<file path="config.mk">
export PLATFORM = sky130hd
export DESIGN_NAME = neuron_input_loader_flat
export DESIGN_NICKNAME = d
export VERILOG_FILES = /design/src/rtl/neuron_pkg.sv /design/src/rtl/neuron_input_loader_if.sv /design/src/rtl/neuron_input_loader_byte_deserializer.sv /design/src/rtl/neuron_input_loader.sv /design/src/flat_wrapper.sv
export SDC_FILE = /design/constraint.sdc
export NUM_CORES = 1
export LEC_CHECK = 0
export BUFFER_PORTS_ARGS = -buffer_cell sky130_fd_sc_hd__buf_2
export CORE_MARGIN = 2
export CORE_UTILIZATION = 55
export CTS_CLUSTER_SIZE = 40
export DETAILED_ROUTE_END_ITERATION = 12
export PLACE_DENSITY = 0.78
export SETUP_SLACK_MARGIN = 0.2
export SLEW_MARGIN = 20
export SYNTH_ARGS = -nofsm -noshare
export SYNTH_HDL_FRONTEND = slang
export SYNTH_HIERARCHICAL = 1
export SYNTH_SLANG_ARGS = --single-unit
</file>
<file path="constraint.sdc">
create_clock -name clk -period 11.2 [get_ports clk]
set_input_delay 2.8 -clock clk [delete_from_list [all_inputs] [get_ports clk]]
set_output_delay 2.8 -clock clk [all_outputs]
set_load 0.03 [all_outputs]
</file>
<file path="src/rtl/neuron_pkg.sv">
// Shared constants, select codes and loader state type for the LIF neuron input path.
package neuron_pkg;

    localparam int N_STAGES         = 6;
    localparam int INPUTS           = 2 ** N_STAGES;
    localparam int BYTES            = INPUTS / 8;
    localparam int OUTPUT_PRECISION = N_STAGES + 2;
    localparam int CNT_W            = $clog2(BYTES);

    localparam logic [1:0] SEL_X     = 2'b00;
    localparam logic [1:0] SEL_W     = 2'b01;
    localparam logic [1:0] SEL_PARAM = 2'b10;
    localparam logic [1:0] SEL_STEP  = 2'b11;

    localparam logic [OUTPUT_PRECISION-1:0] RESET_MINUS_TETA = OUTPUT_PRECISION'(-5);

    typedef enum logic [1:0] {
        IDLE,
        COLLECT,
        COMMIT
    } loader_state_t;

    // PARAM frames are two bytes long; X and W frames fill the whole vector.
    function automatic logic [CNT_W-1:0] frame_last_idx(input logic [1:0] sel);
        return (sel == SEL_PARAM) ? CNT_W'(1) : CNT_W'(BYTES - 1);
    endfunction

endpackage

</file>
<file path="src/rtl/neuron_input_loader_if.sv">
// Byte-stream handshake between the pin interface (master) and the input loader (slave).
interface neuron_input_loader_if;

    logic [7:0] data_in;
    logic       data_valid;
    logic [1:0] data_sel;
    logic       ready;

    modport master (
        output data_in,
        output data_valid,
        output data_sel,
        input  ready
    );

    modport slave (
        input  data_in,
        input  data_valid,
        input  data_sel,
        output ready
    );

endinterface

</file>
<file path="src/rtl/neuron_input_loader_byte_deserializer.sv">
// Byte-indexed staging register shared by X, W and PARAM frames; self-clears when a frame completes.
module byte_deserializer
    import neuron_pkg::*;
(
    input  logic              clk,
    input  logic              rst_n,
    input  logic              restart,
    input  logic              wr_en,
    input  logic              clr,
    input  logic [CNT_W-1:0]  idx,
    input  logic [CNT_W-1:0]  last_idx,
    input  logic [7:0]        byte_in,
    output logic [INPUTS-1:0] merged,
    output logic              done
);

    logic [INPUTS-1:0] stage;

    // merged is the staging value with the incoming byte already in place, so a
    // completing frame can be committed at the same edge as its last byte.
    always_comb begin
        merged = restart ? '0 : stage;
        merged[{idx, 3'b000} +: 8] = byte_in;
    end

    assign done = wr_en && (idx == last_idx);

    always_ff @(posedge clk) begin
        if (!rst_n) begin
            stage <= '0;
        end else if (clr || done) begin
            stage <= '0;
        end else if (wr_en) begin
            stage <= merged;
        end
    end

endmodule

</file>
<file path="src/rtl/neuron_input_loader.sv">
// Framed byte loader: assembles x, w, threshold and leak shift for the neuron core and issues step strobes.
module neuron_input_loader
    import neuron_pkg::*;
(
    input  logic                        clk,
    input  logic                        rst_n,
    neuron_input_loader_if.slave        bus,
    output logic [INPUTS-1:0]           x_out,
    output logic [INPUTS-1:0]           w_out,
    output logic [OUTPUT_PRECISION-1:0] minus_teta_out,
    output logic [2:0]                  shift_out,
    output logic                        step,
    output logic                        frame_err
);

    loader_state_t     state, state_n;
    logic [CNT_W-1:0]  byte_cnt, byte_cnt_n;
    logic [1:0]        cur_sel, cur_sel_n;
    logic              ready_q;
    logic              accept;
    logic              step_n;
    logic              err_set;

    logic              ds_restart;
    logic              ds_wr;
    logic              ds_clr;
    logic [CNT_W-1:0]  ds_idx;
    logic [CNT_W-1:0]  ds_last;
    logic [INPUTS-1:0] ds_merged;
    logic              ds_done;

    assign bus.ready = ready_q;
    assign accept    = bus.data_valid && ready_q;
    assign ds_last   = frame_last_idx(bus.data_sel);

    byte_deserializer u_deser (
        .clk      (clk),
        .rst_n    (rst_n),
        .restart  (ds_restart),
        .wr_en    (ds_wr),
        .clr      (ds_clr),
        .idx      (ds_idx),
        .last_idx (ds_last),
        .byte_in  (bus.data_in),
        .merged   (ds_merged),
        .done     (ds_done)
    );

    always_comb begin
        state_n    = state;
        byte_cnt_n = byte_cnt;
        cur_sel_n  = cur_sel;
        step_n     = 1'b0;
        err_set    = 1'b0;
        ds_restart = 1'b0;
        ds_wr      = 1'b0;
        ds_clr     = 1'b0;
        ds_idx     = byte_cnt;

        case (state)
            IDLE: begin
                if (accept) begin
                    if (bus.data_sel == SEL_STEP) begin
                        step_n  = 1'b1;
                        state_n = COMMIT;
                    end else begin
                        ds_restart = 1'b1;
                        ds_wr      = 1'b1;
                        ds_idx     = '0;
                        cur_sel_n  = bus.data_sel;
                        byte_cnt_n = CNT_W'(1);
                        state_n    = COLLECT;
                    end
                end
            end

            COLLECT: begin
                if (accept) begin
                    if (bus.data_sel == cur_sel) begin
                        ds_wr = 1'b1;
                        if (ds_done) begin
                            byte_cnt_n = '0;
                            step_n     = (cur_sel == SEL_X);
                            state_n    = COMMIT;
                        end else begin
                            byte_cnt_n = byte_cnt + 1'b1;
                        end
                    end else begin
                        // A select change abandons the partial frame; the new byte starts over.
                        err_set = 1'b1;
                        if (bus.data_sel == SEL_STEP) begin
                            ds_clr     = 1'b1;
                            byte_cnt_n = '0;
                            step_n     = 1'b1;
                            state_n    = COMMIT;
                        end else begin
                            ds_restart = 1'b1;
                            ds_wr      = 1'b1;
                            ds_idx     = '0;
                            cur_sel_n  = bus.data_sel;
                            byte_cnt_n = CNT_W'(1);
                        end
                    end
                end
            end

            COMMIT: begin
                state_n = IDLE;
            end

            default: begin
                state_n = IDLE;
            end
        endcase
    end

    always_ff @(posedge clk) begin
        if (!rst_n) begin
            state          <= IDLE;
            byte_cnt       <= '0;
            cur_sel        <= SEL_X;
            ready_q        <= 1'b0;
            x_out          <= '0;
            w_out          <= '0;
            minus_teta_out <= RESET_MINUS_TETA;
            shift_out      <= '0;
            step           <= 1'b0;
            frame_err      <= 1'b0;
        end else begin
            state    <= state_n;
            byte_cnt <= byte_cnt_n;
            cur_sel  <= cur_sel_n;
            ready_q  <= (state_n != COMMIT);
            step     <= step_n;
            if (err_set) begin
                frame_err <= 1'b1;
            end
            if (ds_done) begin
                case (cur_sel)
                    SEL_X: x_out <= ds_merged;
                    SEL_W: w_out <= ds_merged;
                    SEL_PARAM: begin
                        minus_teta_out <= ds_merged[OUTPUT_PRECISION-1:0];
                        shift_out      <= ds_merged[10:8];
                    end
                    default: ;
                endcase
            end
        end
    end

endmodule
</file>
<file path="src/flat_wrapper.sv">
// flat-port wrapper written by rule: the top's interface ports become plain ports
module neuron_input_loader_flat import neuron_pkg::*;
  (clk, rst_n, x_out, w_out, minus_teta_out, shift_out, step, frame_err, bus_data_in, bus_data_valid, bus_data_sel, bus_ready);
  neuron_input_loader_if bus_i ();
  input  logic clk;
  input  logic rst_n;
  output logic [INPUTS-1:0] x_out;
  output logic [INPUTS-1:0] w_out;
  output logic [OUTPUT_PRECISION-1:0] minus_teta_out;
  output logic [2:0] shift_out;
  output logic step;
  output logic frame_err;
  input wire logic [$bits(bus_i.data_in)-1:0] bus_data_in;
  input wire logic [$bits(bus_i.data_valid)-1:0] bus_data_valid;
  input wire logic [$bits(bus_i.data_sel)-1:0] bus_data_sel;
  output wire logic [$bits(bus_i.ready)-1:0] bus_ready;
  assign bus_i.data_in = bus_data_in;
  assign bus_i.data_valid = bus_data_valid;
  assign bus_i.data_sel = bus_data_sel;
  assign bus_ready = bus_i.ready;
  neuron_input_loader u_core (.clk(clk), .rst_n(rst_n), .bus(bus_i), .x_out(x_out), .w_out(w_out), .minus_teta_out(minus_teta_out), .shift_out(shift_out), .step(step), .frame_err(frame_err));
endmodule
</file>
Yosys cells after proc, flatten, opt, wreduce, memory -nomap -nowiden
Index checks and enable logic that the tools add are counted. W data, S select, Z words.

Bits in registers: 213. Latch bits: 0. Memory bits (writable): 0. Memory bits (read-only): 0. Input port bits: 13. Output and inout port bits: 142. Word-level logic and storage cells: 87. Memories: 0.

Add/subtract/negate cells: 2. Multiply operators: 0. Div/mod/pow operators: 0. Magnitude comparators: 0. Equal/unequal tests: 12. Shift operators: 2. Mux-type cells: 47. Bitwise gates (word level): 1. Reduce and logical (&&, ||, !) cells: 12.

Operator list (count): $bwmux W64 (1); $mux W64 (1); $shift A8 B8 Y64 const A (1); $shiftx A8 B8 Y64 (1); $mux W3 (10); $mux W2 (10); $mux W1 (18); $pmux W3 S2 (2); $neg A6 Y8 (1); $pmux W2 S2 (2); $reduce_and A4 Y1 (2); $eq A2 B2 Y1 const B (3); $ne A2 B2 Y1 const B (3); $pmux W1 S2 (3); $reduce_and A2 Y1 (3); $eq A2 B1 Y1 const B (2); $logic_not A2 Y1 (2); $ne A2 B1 Y1 const B (2); $add A3 B1 Y3 const B (1); $eq A3 B3 Y1 (1); $eq A2 B2 Y1 (1); $logic_and A1 B1 Y1 (2); $reduce_bool A2 Y1 (1); $reduce_or A2 Y1 (1); 2 further kinds (2).

Longest topological paths before layout
Word-level depth: 12. Mapped depth: 18. Depth with buffers taken out: 12.

Hierarchy
The synthesis kept the hierarchy.

Modules (own cells, without submodules): neuron_input_loader (times used 1, cells each 687, area each 5486.5 um^2, seq. area each 2982.9 um^2); byte_deserializer (times used 1, cells each 479, area each 4096.4 um^2, seq. area each 1281.2 um^2).

Least setup slack after synthesis
No wires, ideal clock.

Path type: input to register. Start point: input port bus_data_sel[0]. End point: register u_core.w_out[57]. Setup time: 0.070 ns. Arrival time: 5.861 ns. Data required time: 11.130 ns. Setup slack: 5.268 ns. Stages: 16. Path buffers: 5. Cells stage by stage: xor2_4 nor2_1 a21oi_2 nor2b_1 buf_2 clkbuf_1 inv_1 ha_1 ha_1 buf_2 or4b_1 clkbuf_1 buf_2 o21ai_0 nand2_1 a21oi_1.

Elaborated cells on any way between the ends: 25. Classes of those cells: 1 x add/sub; 4 x eq/ne; 2 x shift; 16 x mux; 2 x reduce/logical.

RTL lines: from (decl) (RTL line flat_wrapper.sv:15) `input wire logic [$bits(bus_i.data_sel)-1:0] bus_data_sel;`; $eq A2 B2 Y1 (RTL line neuron_input_loader.sv:63, neuron_input_loader.sv:91); $mux W1 (RTL line neuron_input_loader.sv:63, neuron_input_loader.sv:91); $mux W1 (RTL line neuron_input_loader.sv:79) `if (bus.data_sel == cur_sel) begin`; $mux W1 (RTL line neuron_input_loader.sv:78) `if (accept) begin`; $pmux W1 S2 * (RTL line neuron_input_loader.sv:60) `case (state)`; net u_core.ds_restart (RTL line neuron_input_loader.sv:24) `logic ds_restart;`; $mux W64 * (RTL line neuron_input_loader_byte_deserializer.sv:22) `merged = restart ? '0 : stage;`; $bwmux W64 * (RTL line neuron_input_loader_byte_deserializer.sv:23) `merged[{idx, 3'b000} +: 8] = byte_in;`; net u_core.ds_merged[57] (RTL line neuron_input_loader.sv:29) `logic [INPUTS-1:0] ds_merged;`; to (signal assigned) (RTL line neuron_input_loader.sv:141) `SEL_W: w_out <= ds_merged;`; to (decl) (RTL line neuron_input_loader.sv:9) `output logic [INPUTS-1:0] w_out,`.

Mark *: on every way through the listed nets, which the timed path passes. The rest lies on a longest branch. A chain may end at the register's enable or synchronous reset.

Final worst setup path
Start point: input port bus_data_sel[1]. End point: register u_core.w_out[52].

Same word-level chain as after synthesis.

==> impl_results.md <==
* Outcome: complete, no violations
* IO Pins at around 160
* Post-synthesis simple-gate area fraction at approximately 25%
* Fin cells at 1484
* Pleak at 0.00423 uW
* Vias per cell at between 5 and 6
* Clk_lat worst skew at around 0.50 ns
* Number of synthesized flops with an enable pin at 0
* Final Cycle Share at 65.5%
* Synthesized area at between 0.009 and 0.01 mm^2
* Max-Cap Viols at 0
* PostCTS Resize Cnt at 0
* Top post-synthesis cells by area: dfxtp_1 (44%), nand2_1 (13%), a21oi_1 (10%), mux2_2 (2.8%), nand3b_1 (2.7%)
* Largest family of logic cells by synthesized area: simple AND/OR/NAND/NOR gates
* RSZ-0062 raised after global routing: no
* Class of the worst hold path: reg -> reg
* XOR/XNOR share of the synthesized area at less than 1%
* Total gr overflow at 0
* Max VDD drop at about 0.000098 V
* Nets at between 1000 and 1500
* Setup crit end kind: flop
* Crit Path Category: in -> reg
* CTS buffer count at 23
* Root Buffer Master: clkbuf_16
* Yosys cell types at 63
* Setup violators final at 0
* Fin. max-slew vios at 0
* Core area at 0.0172 mm^2
* Share of layout cells above drive strength 1 at 20.8%
* Die width at between 100 and 150 um
* Slew at the pin closest to its max-slew limit at approximately 1.1 ns
* RePlAce Congestion at about 0.81
* Yosys warns at 6
* Avg Inst Size Synth at a little over 8 um^2
* Worst path max stage delay at approximately 0.95 ns
* Pwr Density at ~140 mW/mm^2
* WL final at ~26 mm
* First-pass iteration count of the detailed router at 5
* # clock sinks at between 200 and 250
* CP startpoint kind: input port
* # Post-CTS Setup Buffers at 0
* Post-Synth Adder-Cell Area at less than 1%
* Critical path peak fanout at 43
* Site row count at 48
* 1st-iter DRT viols at between 900 and 1000
* Crit Reg-Reg Endpoint: u_core/w_out[52]
* First-pass GRT wire length at between 40 and 50 mm
* Htree depth at 1
* PortBufs at 154
* Post-synth top area share at approximately 44%
* Worst R2R Start: u_core/cur_sel[0]
* Slowest-stage cell, CP: ha_1
* Dpl hpwl at 16.3 mm
* Wire per inst at around 17 um
* Post-CTS Hold Fix Bufs at 0
* Detailed-route via count at roughly 8700
* Synth-to-layout area growth at 13.2%
* Ant diodes at 0
* Worst rel slew slack at between 20 and 30%
* Largest net degree at the start of global routing at between 70 and 80
* Crit path DAT at about 7.7 ns
* Clk_skew at 0.0103 ns
* Sequential area share after synthesis at 44.5%
* #FFs+latches synth at between 200 and 250
* Critical Path RT at 11.54 ns
* Critical Path Start: bus_data_sel[1]
* Vias in the first global route at approximately 8000
* Cells after DPL at 1448
* Period minus WS final at 7.33 ns
* Clock Path Buffers at 3
* Setup TNS Final at 0 ns
* Die Y at approximately 140 um
* Critical path cell sequence: buf_2 -> xor2_2 -> nor2_1 -> a21oi_4 -> buf_4 -> nor2b_2 -> inv_1 -> ha_1 -> inv_2 -> or4_1 -> mux2_4 -> nand2_1 -> a21oi_1
* Mux contribution to synthesized area at under 10%
* Total track usage at between 20% and 30%
* DRC Markers at 0
* TritonCTS clock tree: done
* Initial cell density of the core at 55.8%
* Post-synthesis cell count at between 1000 and 1500
* Commonest non-fill, non-tap cell in the layout: nand2_1
* Syn nets at around 1200
* Fmax at roughly 140 MHz
* Path depth of the worst reg2reg path at 12
* Compound-gate portion of the synthesized area at about a fifth
* Antenna violations before repair at 0
* Die ar. at between 0.015 and 0.02 mm^2
* Most frequent cells in the layout: nand2_1 (330), dfxtp_1 (213), a21oi_1 (196)
* Reg clk slew, reported paths at ~0.060 ns
* Synth area leader: dfxtp_1
* Async set-reset flop share out of synthesis at 0%
* Reg2Reg Setup Slack at ~5.8 ns
* Hold violation count in the final report at 0
* Antenna Violating Nets Remaining at 0
* Crit path to: u_core/w_out[52]
* Top FF cell, synth: dfxtp_1
==> cell families after synthesis <==
kind of cell,Yosys count
AOI/OAI and AO/OA,301
xor gates and xnor gates,5
DFF,213
muxes,33
adders and majority gates,4
buffers and inverters,120
and+or+nand+nor,489
other,1
==> cells in the mapped netlist, types with 2 or more instances <==
cell       count
a22oi_1       16
nand4_1       16
nor2_1         5
o21ai_0       17
buf_1         11
o21a_1         3
clkbuf_1      55
nor3b_2        2
nand3_1       24
inv_1          8
nand3_2        2
nand4b_1       2
or4b_1         2
buf_2         22
nand2_1      331
and3_1         5
a211oi_1       2
nor3_1         4
dfxtp_1      213
and2_1         2
mux2_2        24
buf_4          5
nand2b_1       2
o311ai_0      15
and3b_1        2
nand4bb_1      3
xor2_1         3
buf_6         16
nor2b_1       36
nor4_1         2
o211ai_1      16
a311oi_1       2
nand4_2        2
a2bb2oi_1     17
a21oi_2        6
or3b_2         2
inv_2          3
mux2_4         9
ha_1           4
nor4bb_1       3
nand3b_1      34
a31oi_1        2
a21oi_1      196
==> area by class of cell <==
type / instances / area (um^2)
clock buffers: 33 / 653
clock inverters: 3 / 18.8
fillers: 1598 / 6330
inverters: 11 / 42.5
multi-input cells: 833 / 4720
flip-flops and latches: 213 / 4260
well taps: 225 / 282
repair buffers: 166 / 865
==> critical path: cells and delay by family <==
kind / cells / cell delay [ns]
AO/OA/AOI/OAI: 2 / 0.32
adder cells (fa/ha/maj): 1 / 0.95
buffers and inverters: 4 / 1.04
XOR/XNOR: 1 / 0.18
multiplexers: 1 / 0.41
AND/OR/NAND/NOR: 4 / 1.93
==> stage by stage <==
step | util (%) | hold slack [ns] | power, uW | cell area (um^2) | worst slack [ns]
floorplan | - | 0.412 | 847 | 9580 | 5.27
global placement | 59.1 | 0.438 | 866 | 10200 | 3.32
detailed placement | 59.2 | 0.445 | 867 | 10200 | 3.11
CTS | 63.1 | 0.453 | 1550 | 10800 | 3.57
global route | 63.2 | 0.464 | 1590 | 10800 | 3.57
finish | 63.2 | 0.448 | 1550 | 10800 | 3.87
==> state kept, by name, summed over array words and instances (netlist names), 2 cells and up <==
register / count
u_core/cur_sel: 2
u_core/u_deser/stage: 64
u_core/w_out: 64
u_core/minus_teta_out: 8
u_core/state: 2
u_core/byte_cnt: 3
u_core/shift_out: 3
u_core/x_out: 64
==> report_power, final <==
group / internal (uW) / leakage, uW / switching, uW
clock network: 401 / 0.000332 / 293
logic: 24.6 / 0.00219 / 64.0
registers: 761 / 0.00172 / 3.55
total: 1190 / 0.00423 / 360
==> worst min-delay path by stage <==
stage	startpoint	endpoint	slack (ns)	depth (start not counted)
global route	u_core/x_out[40]	u_core/x_out[40]	0.46	2
floorplan	u_core/state[1]	u_core/state[0]	0.41	1
detailed placement	u_core/w_out[44]	u_core/w_out[44]	0.45	2
global placement	u_core/state[1]	u_core/state[0]	0.44	1
CTS	u_core/w_out[44]	u_core/w_out[44]	0.45	2
finish	u_core/state[1]	u_core/state[0]	0.45	1
==> routing by layer <==
metal	part of all wire, %	up-vias	routed length (um)	track usage [%]
met4	2.1	0	541	7.29
li1	-	4165	-	-
met5	0	-	0	0
met1	43	4165	11200	36.9
met2	48	337	12400	44.9
met3	7.1	55	1840	3.95
Note: power is estimated with default switching activity, not from simulation.
